==> config.mk <==
export PLATFORM = sky130hd
export DESIGN_NAME = text_console_ctrl
export DESIGN_NICKNAME = d
export VERILOG_FILES = /design/src/rtl/console_pkg.sv /design/src/rtl/console_sweep.sv /design/src/rtl/text_console_ctrl.sv
export SDC_FILE = /design/constraint.sdc
export NUM_CORES = 1
export LEC_CHECK = 0
export BUFFER_PORTS_ARGS = -buffer_cell sky130_fd_sc_hd__buf_2
export CAP_MARGIN = 20
export CELL_PAD_IN_SITES_DETAIL_PLACEMENT = 1
export CELL_PAD_IN_SITES_GLOBAL_PLACEMENT = 2
export CORE_AREA = 2 2 93 86
export CTS_BUF_LIST = sky130_fd_sc_hd__clkbuf_4
export DETAILED_ROUTE_END_ITERATION = 12
export DIE_AREA = 0 0 95 88
export GPL_TIMING_DRIVEN = 0
export HOLD_SLACK_MARGIN = 0.12
export PLACE_DENSITY_LB_ADDON = 0.1
export SLEW_MARGIN = 15
export SYNTH_ARGS = -nofsm -noshare
export SYNTH_HDL_FRONTEND = slang
export SYNTH_HIERARCHICAL = 1
export SYNTH_SLANG_ARGS = --single-unit
==> constraint.sdc <==
create_clock -name clock -period 5.2 [get_ports clock]
set_clock_uncertainty 0.15 [all_clocks]
set_input_delay 0.26 -clock clock [delete_from_list [all_inputs] [get_ports clock]]
set_output_delay 0.26 -clock clock [all_outputs]
set_load 0.01 [all_outputs]
==> src/rtl/console_pkg.sv <==
// Shared types and constants for the text console write controller.
// Optional backspace handling is enabled by defining TEXT_CONSOLE_BS_EN.
package console_pkg;

   typedef enum logic [1:0] {
      S_CLEAR,
      S_IDLE,
      S_WRITE,
      S_CLRLINE
   } console_state_t;

   localparam int CHAR_ADDR_W = 11;

   localparam logic [6:0] CHAR_SPACE = 7'h20;
   localparam logic [6:0] CHAR_LF    = 7'h0A;
   localparam logic [6:0] CHAR_CR    = 7'h0D;
   localparam logic [6:0] CHAR_FF    = 7'h0C;
   localparam logic [6:0] CHAR_BS    = 7'h08;
   localparam logic [6:0] CHAR_DEL   = 7'h7F;

   // Character RAM address layout shared with the display read side.
   function automatic logic [CHAR_ADDR_W-1:0] packAddr(input logic [5:0] col,
                                                       input logic [4:0] row);
      return {col, row};
   endfunction

endpackage

==> src/rtl/console_sweep.sv <==
// Sweep counter shared by the full-screen clear and the single-line clear.
// Load starts the count at 1 because the caller issues index 0 on the load cycle itself.
module console_sweep
   import console_pkg::*;
(
   input  logic                   clock,
   input  logic                   reset_n,
   input  logic                   i_load,
   input  logic                   i_full,
   input  logic                   i_step,
   output logic [CHAR_ADDR_W-1:0] o_count,
   output logic                   o_done
);

   logic [CHAR_ADDR_W-1:0] r_count;
   logic                   r_done;
   logic                   r_full;
   logic                   w_last;

   assign w_last  = r_full ? (r_count == 11'h7FF) : (r_count[5:0] == 6'h3F);
   assign o_count = r_count;
   assign o_done  = r_done;

   // Out of reset the counter is already armed for a full sweep from address 0.
   always_ff @(posedge clock or negedge reset_n) begin
      if (!reset_n) begin
         r_count <= '0;
         r_done  <= 1'b0;
         r_full  <= 1'b1;
      end else if (i_load) begin
         r_count <= 11'd1;
         r_done  <= 1'b0;
         r_full  <= i_full;
      end else if (i_step && !r_done) begin
         if (w_last) begin
            r_done <= 1'b1;
         end else begin
            r_count <= r_count + 11'd1;
         end
      end
   end

endmodule

==> src/rtl/text_console_ctrl.sv <==
// Terminal-style writer for the character RAM: stores, line clears, screen clears.
// Define TEXT_CONSOLE_BS_EN to make 0x08 erase the character left of the cursor.
module text_console_ctrl
   import console_pkg::*;
#(
   parameter int COLS = 64,
   parameter int ROWS = 30
)
(
   input  logic                   clock,
   input  logic                   reset_n,
   input  logic                   char_valid,
   input  logic [6:0]             char_data,
   output logic                   char_ready,
   input  logic                   clear_req,
   output logic                   ram_we,
   output logic [CHAR_ADDR_W-1:0] ram_write_addr,
   output logic [6:0]             ram_write_data,
   output logic [5:0]             cursor_col,
   output logic [4:0]             cursor_row,
   output logic                   busy
);

   localparam logic [5:0] LAST_COL = 6'(COLS - 1);
   localparam logic [4:0] LAST_ROW = 5'(ROWS - 1);

   console_state_t         r_state, w_stateNext;
   logic                   r_ramWe, w_weNext;
   logic [CHAR_ADDR_W-1:0] r_ramAddr, w_addrNext;
   logic [6:0]             r_ramData, w_dataNext;
   logic [5:0]             r_col, w_colNext;
   logic [4:0]             r_row, w_rowNext;
   logic                   r_wrap, w_wrapNext;
   logic                   r_busy;
   logic [4:0]             w_rowInc;
   logic                   w_load, w_full, w_step, w_done;
   logic [CHAR_ADDR_W-1:0] w_count;

   console_sweep u_sweep (
      .clock   (clock),
      .reset_n (reset_n),
      .i_load  (w_load),
      .i_full  (w_full),
      .i_step  (w_step),
      .o_count (w_count),
      .o_done  (w_done)
   );

   assign char_ready     = (r_state == S_IDLE) && !clear_req;
   assign w_rowInc       = (r_row == LAST_ROW) ? 5'd0 : r_row + 5'd1;
   assign ram_we         = r_ramWe;
   assign ram_write_addr = r_ramAddr;
   assign ram_write_data = r_ramData;
   assign cursor_col     = r_col;
   assign cursor_row     = r_row;
   assign busy           = r_busy;

   // Each branch decides the write issued on the next edge; sweeps issue index 0 on entry.
   always_comb begin
      w_stateNext = r_state;
      w_weNext    = 1'b0;
      w_addrNext  = r_ramAddr;
      w_dataNext  = r_ramData;
      w_colNext   = r_col;
      w_rowNext   = r_row;
      w_wrapNext  = r_wrap;
      w_load      = 1'b0;
      w_full      = 1'b1;
      w_step      = 1'b0;
      case (r_state)
         S_CLEAR: begin
            if (!w_done) begin
               w_weNext   = 1'b1;
               w_addrNext = w_count;
               w_dataNext = CHAR_SPACE;
               w_step     = 1'b1;
            end else begin
               w_stateNext = S_IDLE;
            end
         end
         S_IDLE: begin
            if (clear_req || (char_valid && char_data == CHAR_FF)) begin
               w_weNext    = 1'b1;
               w_addrNext  = '0;
               w_dataNext  = CHAR_SPACE;
               w_load      = 1'b1;
               w_colNext   = '0;
               w_rowNext   = '0;
               w_stateNext = S_CLEAR;
            end else if (char_valid) begin
               if (char_data >= CHAR_SPACE && char_data != CHAR_DEL) begin
                  w_weNext    = 1'b1;
                  w_addrNext  = packAddr(r_col, r_row);
                  w_dataNext  = char_data;
                  w_stateNext = S_WRITE;
                  if (r_col == LAST_COL) begin
                     w_colNext  = '0;
                     w_rowNext  = w_rowInc;
                     w_wrapNext = 1'b1;
                  end else begin
                     w_colNext  = r_col + 6'd1;
                     w_wrapNext = 1'b0;
                  end
               end else if (char_data == CHAR_LF) begin
                  w_weNext    = 1'b1;
                  w_addrNext  = packAddr(6'd0, w_rowInc);
                  w_dataNext  = CHAR_SPACE;
                  w_load      = 1'b1;
                  w_full      = 1'b0;
                  w_colNext   = '0;
                  w_rowNext   = w_rowInc;
                  w_stateNext = S_CLRLINE;
               end else if (char_data == CHAR_CR) begin
                  w_colNext = '0;
               end
`ifdef TEXT_CONSOLE_BS_EN
               else if (char_data == CHAR_BS && r_col != 6'd0) begin
                  w_weNext    = 1'b1;
                  w_addrNext  = packAddr(r_col - 6'd1, r_row);
                  w_dataNext  = CHAR_SPACE;
                  w_colNext   = r_col - 6'd1;
                  w_wrapNext  = 1'b0;
                  w_stateNext = S_WRITE;
               end
`endif
            end
         end
         S_WRITE: begin
            if (r_wrap) begin
               w_weNext    = 1'b1;
               w_addrNext  = packAddr(6'd0, r_row);
               w_dataNext  = CHAR_SPACE;
               w_load      = 1'b1;
               w_full      = 1'b0;
               w_wrapNext  = 1'b0;
               w_stateNext = S_CLRLINE;
            end else begin
               w_stateNext = S_IDLE;
            end
         end
         S_CLRLINE: begin
            if (!w_done) begin
               w_weNext   = 1'b1;
               w_addrNext = packAddr(w_count[5:0], r_row);
               w_dataNext = CHAR_SPACE;
               w_step     = 1'b1;
            end else begin
               w_stateNext = S_IDLE;
            end
         end
         default: w_stateNext = S_CLEAR;
      endcase
   end

   always_ff @(posedge clock or negedge reset_n) begin
      if (!reset_n) begin
         r_state   <= S_CLEAR;
         r_ramWe   <= 1'b0;
         r_ramAddr <= '0;
         r_ramData <= CHAR_SPACE;
         r_col     <= '0;
         r_row     <= '0;
         r_wrap    <= 1'b0;
         r_busy    <= 1'b1;
      end else begin
         r_state   <= w_stateNext;
         r_ramWe   <= w_weNext;
         r_ramAddr <= w_addrNext;
         r_ramData <= w_dataNext;
         r_col     <= w_colNext;
         r_row     <= w_rowNext;
         r_wrap    <= w_wrapNext;
         r_busy    <= (w_stateNext != S_IDLE);
      end
   end

endmodule

Yosys cells after proc, flatten, opt, wreduce, memory -nomap -nowiden:

Cells that the tools add are included.

* output and inout bits: 32
* word-level logic and storage cells: 124
* bits in registers: 47
* memories kept: 0
* bits of input ports: 11
* bits in writable memories: 0
* bits in read-only memories: 0
* bits in latches: 0

* reductions and logical operators: 22
* equal/unequal tests: 23
* add/subtract/negate cells: 3
* mux-type cells: 64
* magnitude comparators: 1
* divide/modulo/power cells: 0
* shifts and indexed selects: 0
* bitwise operators: 0
* multiply operators: 0

Operator list (count)
* two-way mux 11 bit: 10
* case mux 11 bit (4 select lines): 1
* two-way mux 7 bit: 6
* two-way mux 6 bit: 6
* two-way mux 5 bit: 6
* two-way mux 1 bit: 23
* equality test 7 x 4 -> 1 bit, second input constant: 3
* case mux 7 bit (3 select lines): 1
* equality test 6 bit, second input constant: 2
* two-way mux 2 bit: 6
* inequality test 2 bit, second input constant: 6
* AND reduction 4 bit: 3
* adder 11 x 1 -> 11 bit, second input constant: 1
* equality test 11 bit, second input constant: 1
* nonzero test 2 bit: 4
* >= comparator 7 x 6 -> 1 bit, second input constant: 1
* inequality test 7 bit, second input constant: 1
* adder 6 x 1 -> 6 bit, second input constant: 1
* inequality test 2 x 1 -> 1 bit, second input constant: 3
* inequality test 3 x 2 -> 1 bit, second input constant: 2
* case mux 1 bit (2 select lines): 3
* case mux 2 bit (3 select lines): 1
* adder 5 x 1 -> 5 bit, second input constant: 1
* equality test 5 bit, second input constant: 1
* other kinds (14): 20

Logic depth before layout (Yosys ltp):

Gate-level depths: netlist of run 1.

* depth in word-level cells: 8
* mapped depth: 9
* depth with buffers taken out: 8

By module:

Netlist of run 1, hierarchy kept.

Modules (own cells, without submodules)
* text_console_ctrl: sequential area each 853.3 um^2, cells an instance 226, times used 1, area each 2108.3 um^2
* console_sweep: sequential area each 326.6 um^2, cells an instance 76, times used 1, area each 774.5 um^2

Least setup slack after synthesis of run 1:

OpenSTA, ideal clock, no wires.

* kind: input -> register
* from: in char_data[0]
* to: reg u_sweep.r_count[7], in the netlist u_sweep/o_count[7]
* arrival: 2123 ps
* setup slack: 2799 ps
* stages on the path: 8
* setup time: 128 ps
* data required time: 4922 ps
* buffers on the path: 1
* cells stage by stage: or4_4 > nor3_4 > and2_1 > o21ai_0 > a21boi_0 > clkbuf_1 > nor2b_1 > mux2_1

* cells in the longest elaborated chain, start to end: 8
* elaborated cells on any way between the ends: 16
* those cells by class: 1 x order compare; 4 x eq/ne; 6 x mux; 5 x reduce/logical

RTL lines
* from (decl): RTL line text_console_ctrl.sv:13 `input logic [6:0] char_data,`
* >= comparator 7 x 6 -> 1 bit (tied with other cells): RTL line text_console_ctrl.sv:91 `if (char_data >= CHAR_SPACE && char_data != CHAR_DEL) begin`
* logical AND 1 bit or two-way mux 1 bit (tied branches): RTL line text_console_ctrl.sv:91, text_console_ctrl.sv:104
* two-way mux 1 bit: RTL line text_console_ctrl.sv:91
* two-way mux 1 bit: RTL line text_console_ctrl.sv:90 `end else if (char_valid) begin`
* two-way mux 1 bit (*): RTL line text_console_ctrl.sv:82 `if (clear_req || (char_valid && char_data == CHAR_FF)) begin`
* case mux 1 bit (2 select lines) (*): RTL line text_console_ctrl.sv:70 `case (r_state)`
* via w_load: RTL line text_console_ctrl.sv:36 `logic w_load, w_full, w_step, w_done;`
* inequality test 2 x 1 -> 1 bit (no source line) or nonzero test 2 bit (tied branches)
* AND reduction 2 bit (no source line)
* to (signal assigned): RTL line console_sweep.sv:38 `r_count <= r_count + 11'd1;`
* to (decl): RTL line console_sweep.sv:15 `logic [CHAR_ADDR_W-1:0] r_count;`

Mark *: on every way through the listed nets, which the timed path passes. The rest lies on a longest branch.
A chain may end at the register's enable or synchronous reset.

Worst setup path after layout of run 1:

Same ends and word-level chain as after synthesis.

==> impl_metrics.py, run 1 <==
metrics = {
    "status": {
        "status": "complete, no violations",
    },
    "floorplanning": {
        "fp-row-count": 30,
        "die-area_sq_um": 8360,
        "die-width_um": 95,
        "initial_core_util_pct": 39.0,
        "ports": 43,
        "core_region_area_sq_um": 7390,
        "chipHeight_um": 88,
    },
    "hold_path": {
        "timing.hold.worst.start": "char_valid",
        "worst_hold_path_type": "in -> reg",
        "hold-path-cell-count": 4,
        "min_to": "r_wrap",
    },
    "global_route": {
        "grt.total_usage_pct": 21.0,
        "grt_remaining_overflow": 0,
        "vias_in_the_first_global_route": 2536,
        "pin_count_of_the_biggest_net_entering_global_routing": 48,
        "initial_antenna_violation_count": 0,
        "wire_length_of_the_first_global_routing_pass_um": 13600,
    },
    "critical_path": {
        "crit_path_end_kind": "register",
        "setup.worst_path.start_class": "input pin",
        "cp-startpoint": "char_data[0]",
        "critPathArrivalTime_ns": 3.18,
        "required_ns": 5.34,
        "timing.reg2reg.worst_path_depth": 8,
        "critical_path_class": "in -> reg",
        "reg2reg_setup_slack_ns": 2.42,
        "maximum_net_fanout_on_the_critical_path": 10,
        "r2r_start": "r_state[1]",
        "reg2reg_to": "u_sweep/o_count[7]",
    },
    "sta": {
        "post-route-period-util_pct": 58.5,
        "fmax_ghz": 0.329,
        "rsz0062_at_grt": "no",
        "timing.slew.headroom_pct": 50.7,
        "report.final.setup_viol": 0,
        "timing_worst_slew_pin_value_ns": 0.739,
        "hold_violations": 0,
        "worst_slack_ns": 2.16,
        "post_layout_min_period_ns": 3.04,
        "fin_hold_ws_ns": 0.150,
        "setup-tns-final_ns": 0,
        "slew_violations": 0,
    },
    "clock_network": {
        "worst_skew_pair.late_latency_ns": 0.38,
        "tritoncts_clock_tree": "built",
        "clockBufferDepth": 2,
        "clk_pin_slew_worst_paths_ns": 0.16,
        "cts_max_level": 2,
        "clock-root-buffer": "sky130_fd_sc_hd__clkbuf_4",
        "post_cts.repair.setup_buffers": 0,
        "cts-buffers-inserted": 5,
        "clkSinkCount": 47,
    },
    "pwr": {
        "total_leakage_power_uw": 0.00153,
        "power.total_uw": 1780,
        "worst_ir_drop_vdd_mv": 0.194,
        "pwr_density_cell_nw_per_um2": 532,
    },
    "final_layout": {
        "layout-drive-gt1-share_pct": 26.2,
        "antenna_cells_inserted": 0,
        "ff_latch_area_sq_um": 1180,
        "core_utilization_of_the_finished_layout_pct": 45.3,
        "multi_input_area_sq_um": 1570,
        "finalNetCount": 378,
        "n_fill_cell": 887,
        "area_delta_synth_final_pct": 16.1,
    },
    "logic_synthesis": {
        "synth_adder_area_share_pct": 3.91,
        "syn_avg_cell_area_sq_um": 9.55,
        "count_of_flip_flops_with_a_built_in_enable_after_synthesis": 0,
        "synth_top_family_by_area": "compound AO/OA/AOI/OAI gates",
        "synth.distinct_cells": 69,
        "synth_mux_area_share_pct": 7.64,
        "yosys_register_bits": 47,
        "synth_ff_type": "sky130_fd_sc_hd__dfrtp_1",
        "synth_sequential_area_ratio_pct": 40.9,
        "synth_compound_area_share_pct": 23.0,
        "synthesized_area_fraction_occupied_by_xor_and_xnor_cells_pct": 0.608,
        "synth_cells": 302,
        "syn-cell-area_sq_um": 2880,
        "syn_nets": 322,
        "synthSimpleGateAreaFrac_pct": 19.4,
        "synthArstFlopShare_pct": 100,
        "ys.warnings.count": 6,
    },
    "route": {
        "finalWirelength_um": 8060,
        "vias": 2518,
        "routedWlPerCell_um": 17.7,
        "ant_nets": 0,
        "drtPass1Iterations": 4,
        "route.detailed.vias_per_inst": 5.53,
        "drt-initial-drc-count": 109,
        "drc": 0,
    },
    "run": {
        "max_cap_violations": 0,
    },
    "placement": {
        "routabilityCongestion": 0.809,
        "post-place-ws_ns": 2.28,
        "io_port_bufs": 41,
        "hpwl_um": 5950,
    },
}
==> critical path: stages <==
cell and delay (ns):
sky130_fd_sc_hd__dlygate4sd3_1 0.53, sky130_fd_sc_hd__buf_2 0.14, sky130_fd_sc_hd__or4_4 0.59, sky130_fd_sc_hd__o21bai_1 0.35
sky130_fd_sc_hd__o21ai_0 0.15, sky130_fd_sc_hd__a21boi_0 0.33, sky130_fd_sc_hd__clkbuf_1 0.42, sky130_fd_sc_hd__nor2b_1 0.10
sky130_fd_sc_hd__mux2_1 0.30
==> what timing repair did <==
| action | in CTS | in global routing |
|---|---|---|
| resized for setup | 0 | 0 |
| hold endpoints to repair | 51 | 0 |
| hold buffers | 8 | 0 |
==> cell type report <==
cell class / instances / share of cell area [%]
Sequential cell: 47 / 35.2
Multi-Input combinational cell: 227 / 46.9
Tap cell: 96 / 3.59
Clock buffer: 5 / 1.12
Inverter: 18 / 2.02
Buffer: 10 / 1.91
Clock inverter: 3 / 0.598
Timing Repair Buffer: 49 / 8.59
==> flip-flops by register name, summed over array words and instances, names as in the netlist <==
name / count
ram_write_addr: 11
u_sweep/o_count: 11
ram_write_data: 7
cursor_col: 6
cursor_row: 5
r_state: 2
busy: 1
r_wrap: 1
ram_we: 1
u_sweep/o_done: 1
u_sweep/r_full: 1
==> how the worst max path moves through the flow <==
stage                               endpoint  slack [ns]  depth (start not counted)
after CTS                 u_sweep/o_count[7]        2.15                          9
after global routing      u_sweep/o_count[7]        1.95                          9
final                     u_sweep/o_count[7]        2.16                          9
after detailed placement  u_sweep/o_count[7]        2.28                          8
after floorplan           u_sweep/o_count[7]        2.80                          8
after global placement    u_sweep/o_count[7]        2.34                          8
==> cells by family (layout without fill, tap and decap cells) <==
kind of cell               count (synthesis)  in the layout
DFF                                       47             47
xor gates and xnor gates                   2              2
adders and majority gates                  9              9
muxes                                     20             20
AOI/OAI and AO/OA                         92             92
buffers and inverters                     28             85
and+or+nand+nor                          104            104
==> per-layer routing <==
metal,up-vias,routed length [um],GRT usage (%)
met1,1257,4200,31.4
met2,42,3600,32.4
met5,-,0,0
met3,8,192,2.84
li1,1211,-,-
met4,0,68,4.74
==> Yosys cell counts, types with 2 or more instances <==
library cell	instances	share of area, %
sky130_fd_sc_hd__a221oi_1	4	1.2
sky130_fd_sc_hd__clkbuf_1	3	0.39
sky130_fd_sc_hd__nand4_1	3	0.65
sky130_fd_sc_hd__and2_1	2	0.43
sky130_fd_sc_hd__or3_1	2	0.43
sky130_fd_sc_hd__mux2_1	2	0.78
sky130_fd_sc_hd__dfrtp_1	44	38
sky130_fd_sc_hd__a21o_1	4	1.0
sky130_fd_sc_hd__o21bai_1	3	0.78
sky130_fd_sc_hd__nor2b_1	9	2.0
sky130_fd_sc_hd__o21ai_0	24	4.2
sky130_fd_sc_hd__or4_1	2	0.52
sky130_fd_sc_hd__a31oi_1	2	0.43
sky130_fd_sc_hd__o21ai_4	2	1.1
sky130_fd_sc_hd__a21oi_1	19	3.3
sky130_fd_sc_hd__nor2_1	24	3.1
sky130_fd_sc_hd__nand2b_1	8	1.7
sky130_fd_sc_hd__o22ai_1	5	1.1
sky130_fd_sc_hd__mux2_2	10	3.9
sky130_fd_sc_hd__nor3_1	3	0.52
sky130_fd_sc_hd__buf_2	3	0.52
sky130_fd_sc_hd__mux2i_1	7	2.4
sky130_fd_sc_hd__nor4_1	4	0.87
sky130_fd_sc_hd__a22o_1	3	0.91
sky130_fd_sc_hd__a221o_2	3	1.2
sky130_fd_sc_hd__a41oi_1	2	0.61
sky130_fd_sc_hd__dfstp_2	3	2.7
sky130_fd_sc_hd__o221ai_1	2	0.61
sky130_fd_sc_hd__ha_1	9	3.9
sky130_fd_sc_hd__a21boi_0	2	0.52
sky130_fd_sc_hd__nand3_1	8	1.4
sky130_fd_sc_hd__nand2_1	27	3.5
sky130_fd_sc_hd__inv_1	18	2.3
==> stage by stage <==
step	cells	cell area, sq um
floorplan	302	2880
global placement	439	3210
detailed placement	439	3210
CTS	455	3350
global route	455	3350
finish	455	3350
==> report_power, final <==
part           leakage [uW]  total (uW)  internal, uW  switching (uW)
sequential         0.000612         634           497             138
clock             0.0000272         184          51.9             132
combinational      0.000887         964           402             562
total               0.00153        1780           950             832
==> cell usage in the layout (no fill, tap or decap), drive strengths merged, types with 3 or more instances in the layout <==
| master | Yosys | routed |
|---|---|---|
| a21o | 5 | 5 |
| a21oi | 20 | 20 |
| a221o | 3 | 3 |
| a221oi | 5 | 5 |
| a22o | 3 | 3 |
| and3 | 3 | 3 |
| buf | 5 | 46 |
| clkbuf | 5 | 10 |
| dfrtp | 44 | 44 |
| dfstp | 3 | 3 |
| dlygate4sd3 | 0 | 8 |
| ha | 9 | 9 |
| inv | 18 | 18 |
| mux2 | 13 | 13 |
| mux2i | 7 | 7 |
| nand2 | 27 | 27 |
| nand2b | 8 | 8 |
| nand3 | 9 | 9 |
| nand4 | 4 | 4 |
| nor2 | 25 | 25 |
| nor2b | 9 | 9 |
| nor3 | 4 | 4 |
| nor4 | 4 | 4 |
| o21ai | 27 | 27 |
| o21bai | 3 | 3 |
| o22ai | 5 | 5 |
| or4 | 3 | 3 |
Power figures use the tool's default switching activity.
==> run 2, diff against run 1 <==
--- a/config.mk
+++ b/config.mk
@@ -5,14 +5,15 @@
 export SDC_FILE = /design/constraint.sdc
 export NUM_CORES = 1
 export LEC_CHECK = 0
+export ABC_AREA = 1
 export BUFFER_PORTS_ARGS = -buffer_cell sky130_fd_sc_hd__buf_2
 export CAP_MARGIN = 20
 export CELL_PAD_IN_SITES_DETAIL_PLACEMENT = 1
 export CELL_PAD_IN_SITES_GLOBAL_PLACEMENT = 2
-export CORE_AREA = 2 2 93 86
+export CORE_AREA = 2 2 111 102
 export CTS_BUF_LIST = sky130_fd_sc_hd__clkbuf_4
 export DETAILED_ROUTE_END_ITERATION = 12
-export DIE_AREA = 0 0 95 88
+export DIE_AREA = 0 0 113 104
 export GPL_TIMING_DRIVEN = 0
 export HOLD_SLACK_MARGIN = 0.12
 export PLACE_DENSITY_LB_ADDON = 0.1
==> constraint.sdc (replaced) <==
create_clock -name clock -period 2.47 [get_ports clock]
set_clock_uncertainty 0.15 [all_clocks]
set_input_delay 0.1235 -clock clock [delete_from_list [all_inputs] [get_ports clock]]
set_output_delay 0.1235 -clock clock [all_outputs]
set_load 0.01 [all_outputs]
==> impl_metrics.py, run 2 <==
metrics = {
    "logic_synthesis": {
        "synth_sequential_area_ratio_pct": 37.7,
        "synth_cells": 444,
        "yosysMostFrequentCell": "sky130_fd_sc_hd__nand2_1",
        "most_instantiated_cells_after_synthesis": "sky130_fd_sc_hd__nand2_1, sky130_fd_sc_hd__nor2_1, sky130_fd_sc_hd__dfrtp_1",
        "synthArstFlopShare_pct": 100,
        "count_of_flip_flops_with_a_built_in_enable_after_synthesis": 0,
        "ys.warnings.count": 6,
        "synth.top_cell.area_share_pct": 35.2,
        "synth_ff_type": "sky130_fd_sc_hd__dfrtp_1",
        "yosys_register_bits": 47,
        "syn_nets": 464,
        "top_post_synthesis_cells_by_area": "sky130_fd_sc_hd__dfrtp_1, sky130_fd_sc_hd__nand2_1, sky130_fd_sc_hd__nor2_1",
        "syn_avg_cell_area_sq_um": 7.05,
        "yosysTopAreaCell": "sky130_fd_sc_hd__dfrtp_1",
        "syn-cell-area_sq_um": 3130,
        "synth.distinct_cells": 37,
    },
    "placement": {
        "hpwl_um": 7410,
        "place_inst": 620,
        "post-place-ws_ns": -0.489,
        "io_port_bufs": 42,
        "routabilityCongestion": 0.790,
        "placed_cell_area_sq_um": 3530,
    },
    "final_layout": {
        "antenna_cells_inserted": 0,
        "mostFrequentLayoutCell": "sky130_fd_sc_hd__nand2_1",
        "design_area_sq_um": 3840,
        "layout-drive-gt1-share_pct": 21.6,
        "layout.cells.most_common_list": "sky130_fd_sc_hd__nand2_1, sky130_fd_sc_hd__nor2_1, sky130_fd_sc_hd__buf_2, sky130_fd_sc_hd__dfrtp_1, sky130_fd_sc_hd__inv_1",
        "n_fill_cell": 1367,
        "finalNetCount": 534,
        "post_layout_nonfiller_instances": 648,
        "area_delta_synth_final_pct": 22.8,
    },
    "sta": {
        "hold_violations": 0,
        "timing_worst_slew_pin_value_ns": 0.530,
        "post-route-period-util_pct": 94.2,
        "timing.slew.headroom_pct": 64.6,
        "fmax_ghz": 0.430,
        "report.final.setup_viol": 0,
        "worst_slack_ns": 0.144,
        "slew_violations": 0,
        "post_layout_min_period_ns": 2.33,
        "setup-tns-final_ns": 0,
    },
    "status": {
        "status": "finished, violations left",
        "violations_in_the_final_reports": "design-rule violations",
    },
    "clock_network": {
        "clockBufferDepth": 2,
        "tritoncts_clock_tree": "built",
        "clk_pin_slew_worst_paths_ns": 0.16,
        "cts-buffers-inserted": 5,
        "clkSinkCount": 47,
        "cts_max_level": 2,
        "clock-root-buffer": "sky130_fd_sc_hd__clkbuf_4",
        "worst_skew_pair.late_latency_ns": 0.39,
    },
    "route": {
        "finalWirelength_um": 10100,
        "drt-initial-drc-count": 123,
        "drc": 4,
        "routedWlPerCell_um": 15.6,
        "drtPass1Iterations": 8,
        "ant_nets": 0,
        "vias": 3102,
        "route.detailed.vias_per_inst": 4.79,
    },
    "pwr": {
        "net-switching-power_uw": 1790,
        "power.share.switching_pct": 46.4,
        "internal_power_uw": 2060,
        "power.sequential.fraction_pct": 33.1,
        "share_clk_of_total_power_pct": 15.8,
        "comb_power_share_pct": 51.1,
        "pwr_density_cell_nw_per_um2": 1000,
        "worst_ir_drop_vdd_mv": 0.345,
        "total_leakage_power_uw": 0.00197,
    },
    "global_route": {
        "grt.total_usage_pct": 17.3,
        "grt_remaining_overflow": 0,
        "vias_in_the_first_global_route": 3085,
        "wire_length_of_the_first_global_routing_pass_um": 16200,
        "pin_count_of_the_biggest_net_entering_global_routing": 25,
        "initial_antenna_violation_count": 0,
    },
    "floorplanning": {
        "core_region_area_sq_um": 10600,
        "die-width_um": 113,
        "initial_core_util_pct": 29.4,
        "chipHeight_um": 104,
        "ports": 43,
        "die-area_sq_um": 11800,
        "fp-row-count": 36,
    },
    "critical_path": {
        "worst_path_dominant_cell_family": "buffers and inverters",
        "critPathArrivalTime_ns": 2.52,
        "worst-path-stages": 9,
        "timing.reg2reg.worst_path_depth": 9,
        "critical_path_class": "reg -> reg",
        "setup.worst_path.start_class": "register",
        "maximum_net_fanout_on_the_critical_path": 5,
        "worstPathBufferInverterCount": 3,
        "timing.critical_path.slowest_stage_cell": "sky130_fd_sc_hd__dlygate4sd3_1",
        "critical-path-max-stage-delay_ns": 0.58,
        "worstPathCellList": "inv_1 > ha_1 > inv_1 > nand2_1 > o21ai_0 > o21ai_0 > o21ai_1 > dlygate4sd3_1 > nand2_1",
        "required_ns": 2.66,
        "crit_path_end_kind": "register",
    },
    "hold_path": {
        "hold-path-cell-count": 5,
        "worst_hold_path_type": "in -> reg",
    },
    "run": {
        "max_cap_violations": 0,
    },
}
## run 2: changes by cell type in the layout (fill, tap and decap cells not counted), sizes merged, moves of 7 or more
| cell | previous run | this run |
|---|---|---|
| o21ai | 27 | 40 |
| nor2 | 25 | 73 |
| mux2i | 7 | 0 |
| buf | 46 | 55 |
| mux2 | 13 | 0 |
| nand3 | 9 | 34 |
| nand2 | 27 | 144 |
| nand2b | 8 | 0 |
| inv | 18 | 44 |
| nor2b | 9 | 0 |
## run 2: worst register-to-register path, cell delays in order, from the launching register on
cell and delay (ns):
sky130_fd_sc_hd__dfrtp_1 0.49, sky130_fd_sc_hd__inv_1 0.13, sky130_fd_sc_hd__ha_1 0.37, sky130_fd_sc_hd__inv_1 0.09
sky130_fd_sc_hd__nand2_1 0.09, sky130_fd_sc_hd__o21ai_0 0.08, sky130_fd_sc_hd__o21ai_0 0.15, sky130_fd_sc_hd__o21ai_1 0.09
sky130_fd_sc_hd__dlygate4sd3_1 0.58, sky130_fd_sc_hd__nand2_1 0.07
## run 2: cells by family (layout without fill, tap and decap cells)
group / Yosys count / in the layout / share of synthesized area [%]
adders and majority gates: 9 / 9 / 3.60
buffers and inverters: 53 / 123 / 7.36
DFF: 47 / 47 / 37.7
xor gates and xnor gates: 3 / 3 / 0.840
AOI/OAI and AO/OA: 67 / 67 / 11.9
and+or+nand+nor: 265 / 266 / 38.6
## run 2: final timing paths
path,from,end,slack [ns]
worst max-delay path,r_state[0],busy,0.14
worst min-delay path,char_data[6],cursor_col[4],0.15
worst max register to register,r_state[0],busy,0.14
worst min register to register,ram_write_addr[6],ram_write_addr[6],0.34
max in group asynchronous,reset_n,u_sweep/o_count[10],1.06
min in group asynchronous,reset_n,cursor_row[1],0.59
## run 2: cell type report
cell class	count	area (sq um)	area share (%)
Multi-Input combinational cell	345	1760	45.8
Sequential cell	47	1180	30.7
Timing Repair Buffer	62	400	10.4
Inverter	45	171	4.46
Tap cell	133	166	4.33
Clock inverter	3	67.6	1.76
Buffer	8	61.3	1.60
Clock buffer	5	37.5	0.977
## run 2: per-stage QoR
step                utilization, %  hold WS, ns  power, uW
finish                        36.1        0.152       3850
global route                  36.1        0.190       4220
CTS                           35.6        0.126       3840
detailed placement            33.2       0.0103       3170
global placement              33.0        0.256       3120
floorplan                        -       -0.322       2500
## run 2: power by group through the flow
stage | logic (uW) | registers (uW) | clock network [uW]
after floorplan | 1200 | 1300 | 0
after global placement | 1840 | 1290 | 0
after detailed placement | 1870 | 1290 | 0
after CTS | 1920 | 1280 | 634
after global routing | 2240 | 1320 | 654
final | 1970 | 1280 | 610
## run 2: layer usage
metal  GRT usage, %  share of wire [%]  vias to the layer above
met2           27.9                 45                       41
met1           24.6                 52                     1492
li1               -                  -                     1561
met5              0                  0                        -
met4           3.40               0.77                        0
met3           2.68                2.6                        8
## run 2: what timing repair did
| item | 4_1_cts | 5_1_grt |
|---|---|---|
| cloned | 0 | 1 |
| hold buffers | 13 | 0 |
| setup endpoints to repair | 13 | 12 |
| buffers inserted | 2 | 4 |
| gates resized for setup | 2 | 7 |
| pin swaps | 1 | 3 |
| hold endpoints to repair | 59 | 0 |
==> run 3, diff against run 2 <==
--- a/config.mk
+++ b/config.mk
@@ -17,6 +17,7 @@
 export GPL_TIMING_DRIVEN = 0
 export HOLD_SLACK_MARGIN = 0.12
 export PLACE_DENSITY_LB_ADDON = 0.1
+export RECOVER_POWER = 100
 export SLEW_MARGIN = 15
 export SYNTH_ARGS = -nofsm -noshare
 export SYNTH_HDL_FRONTEND = slang
==> impl_metrics.py, run 3 (synthesis gave the netlist of run 2 again) <==
metrics = {
    "critical_path": {
        "reg2reg_to": "busy",
        "critical_path_class": "reg -> reg",
        "critPathArrivalTime_ns": 2.52,
        "r2r_start": "r_state[0]",
        "timing.reg2reg.worst_path_depth": 9,
        "maximum_net_fanout_on_the_critical_path": 5,
        "crit_path_end_kind": "register",
        "reg2reg_setup_slack_ns": 0.14,
        "required_ns": 2.66,
        "setup.worst_path.start_class": "register",
    },
    "floorplanning": {
        "chipHeight_um": 104,
        "initial_core_util_pct": 29.4,
        "die-area_sq_um": 11800,
        "fp-row-count": 36,
        "core_region_area_sq_um": 10600,
        "die-width_um": 113,
        "ports": 43,
    },
    "pwr": {
        "worst_ir_drop_vdd_mv": 0.340,
        "pwr_density_cell_nw_per_um2": 1010,
        "total_leakage_power_uw": 0.00186,
    },
    "route": {
        "route.detailed.vias_per_inst": 4.80,
        "finalWirelength_um": 10100,
        "drtPass1Iterations": 8,
        "routedWlPerCell_um": 15.6,
        "ant_nets": 0,
        "drc": 4,
        "vias": 3112,
        "drt-initial-drc-count": 122,
    },
    "final_layout": {
        "layout.cells.most_common_list": "sky130_fd_sc_hd__nand2_1, sky130_fd_sc_hd__nor2_1, sky130_fd_sc_hd__dfrtp_1, sky130_fd_sc_hd__inv_1, sky130_fd_sc_hd__clkbuf_1",
        "layout-drive-gt1-share_pct": 15.0,
        "mostFrequentLayoutCell": "sky130_fd_sc_hd__nand2_1",
        "multi_input_area_sq_um": 1760,
        "post_layout_nonfiller_instances": 648,
        "area_delta_synth_final_pct": 21.2,
        "antenna_cells_inserted": 0,
        "finalNetCount": 534,
        "n_fill_cell": 1371,
        "ff_latch_area_sq_um": 1180,
    },
    "global_route": {
        "grt.total_usage_pct": 17.3,
        "pin_count_of_the_biggest_net_entering_global_routing": 25,
        "initial_antenna_violation_count": 0,
        "wire_length_of_the_first_global_routing_pass_um": 16200,
        "grt_remaining_overflow": 0,
        "vias_in_the_first_global_route": 3085,
    },
    "sta": {
        "report.final.setup_viol": 0,
        "fmax_ghz": 0.430,
        "post_layout_min_period_ns": 2.33,
        "timing_worst_slew_pin_value_ns": 1.28,
        "timing.slew.headroom_pct": 15.0,
        "post-route-period-util_pct": 94.2,
        "fin_hold_ws_ns": 0.153,
        "slew_violations": 0,
        "hold_violations": 0,
    },
    "placement": {
        "place_inst": 620,
        "io_port_bufs": 42,
        "routabilityCongestion": 0.790,
        "hpwl_um": 7410,
    },
    "hold_path": {
        "worst_hold_path_type": "in -> reg",
        "min_to": "cursor_col[4]",
        "hold-path-cell-count": 5,
        "timing.hold.worst.start": "char_data[6]",
    },
    "clock_network": {
        "clk_pin_slew_worst_paths_ns": 0.16,
        "cts_max_level": 2,
        "cts-buffers-inserted": 5,
        "clockBufferDepth": 2,
        "worst_skew_pair.late_latency_ns": 0.39,
        "tritoncts_clock_tree": "built",
        "clkSinkCount": 47,
        "clock-root-buffer": "sky130_fd_sc_hd__clkbuf_4",
    },
    "run": {
        "max_cap_violations": 0,
    },
    "status": {
        "violations_in_the_final_reports": "design-rule violations",
        "status": "finished, violations left",
    },
}
[run 3: cell types whose count changed in the layout (fill, tap and decap cells not counted)]
cell	previous run	this run
sky130_fd_sc_hd__buf_2	44	11
sky130_fd_sc_hd__clkbuf_1	3	36
sky130_fd_sc_hd__buf_12	1	0
sky130_fd_sc_hd__dlymetal6s4s_1	0	1
[run 3: through the flow]
step | cell area [sq um] | TNS, ns | setup slack (ns) | total power, uW | utilization [%]
floorplan | 3130 | 0 | 0.308 | 2500 | -
global placement | 3510 | -4.98 | -0.467 | 3120 | 33.0
detailed placement | 3530 | -5.32 | -0.489 | 3170 | 33.2
CTS | 3780 | 0 | 0.0361 | 3840 | 35.6
global route | 3790 | -0.0635 | -0.0156 | 4170 | 35.7
finish | 3790 | 0 | 0.144 | 3810 | 35.7
[run 3: critical path: stages, from the launching register on]
cell	delay, ns
sky130_fd_sc_hd__dfrtp_1	0.49
sky130_fd_sc_hd__inv_1	0.13
sky130_fd_sc_hd__ha_1	0.37
sky130_fd_sc_hd__inv_1	0.09
sky130_fd_sc_hd__nand2_1	0.09
sky130_fd_sc_hd__o21ai_0	0.08
sky130_fd_sc_hd__o21ai_0	0.15
sky130_fd_sc_hd__o21ai_1	0.09
sky130_fd_sc_hd__dlygate4sd3_1	0.58
sky130_fd_sc_hd__nand2_1	0.07
[run 3: area by class of cell]
class / count / area share, %
Multi-Input combinational cell: 345 / 46.3
Sequential cell: 47 / 31.1
Timing Repair Buffer: 62 / 9.27
Inverter: 45 / 4.52
Tap cell: 133 / 4.39
Clock inverter: 3 / 1.78
Buffer: 8 / 1.62
Clock buffer: 5 / 0.989
[run 3: repair_timing]
item,4_1_cts,5_1_grt
setup buffers,2,4
endpoints found under the setup margin,13,12
resized for setup,2,7
pin swaps,1,3
hold buffers,13,0
endpoints found under the hold margin,59,0
gates cloned,0,1
[run 3: power by group]
| group | switching [uW] | leakage (uW) | internal [uW] | total, uW |
|---|---|---|---|---|
| Sequential | 264 | 0.000613 | 1020 | 1280 |
| Combinational | 1240 | 0.00119 | 687 | 1920 |
| Clock | 292 | 0.0000514 | 315 | 607 |
| Total | 1790 | 0.00186 | 2020 | 3810 |
[run 3: per-layer routing]
metal	wire [um]	track usage (%)	share of wire, %	vias up
li1	-	-	-	1562
met1	5270	24.6	52	1501
met2	4520	27.9	45	41
met3	268	2.68	2.6	8
met4	78	3.40	0.77	0
met5	0	0	0	-
[run 3: worst max path at each step]
stage,start,end,slack (ns),cells after the start
2_1_floorplan,r_state[1],u_sweep/o_count[7],0.31,10
3_3_place_gp,r_state[1],u_sweep/o_count[10],-0.47,10
3_5_place_dp,r_state[1],u_sweep/o_count[10],-0.49,10
4_1_cts,reset_n,u_sweep/o_count[10],0.04,4
5_1_grt,char_data[3],u_sweep/o_count[8],-0.02,15
6_report,r_state[0],busy,0.14,9
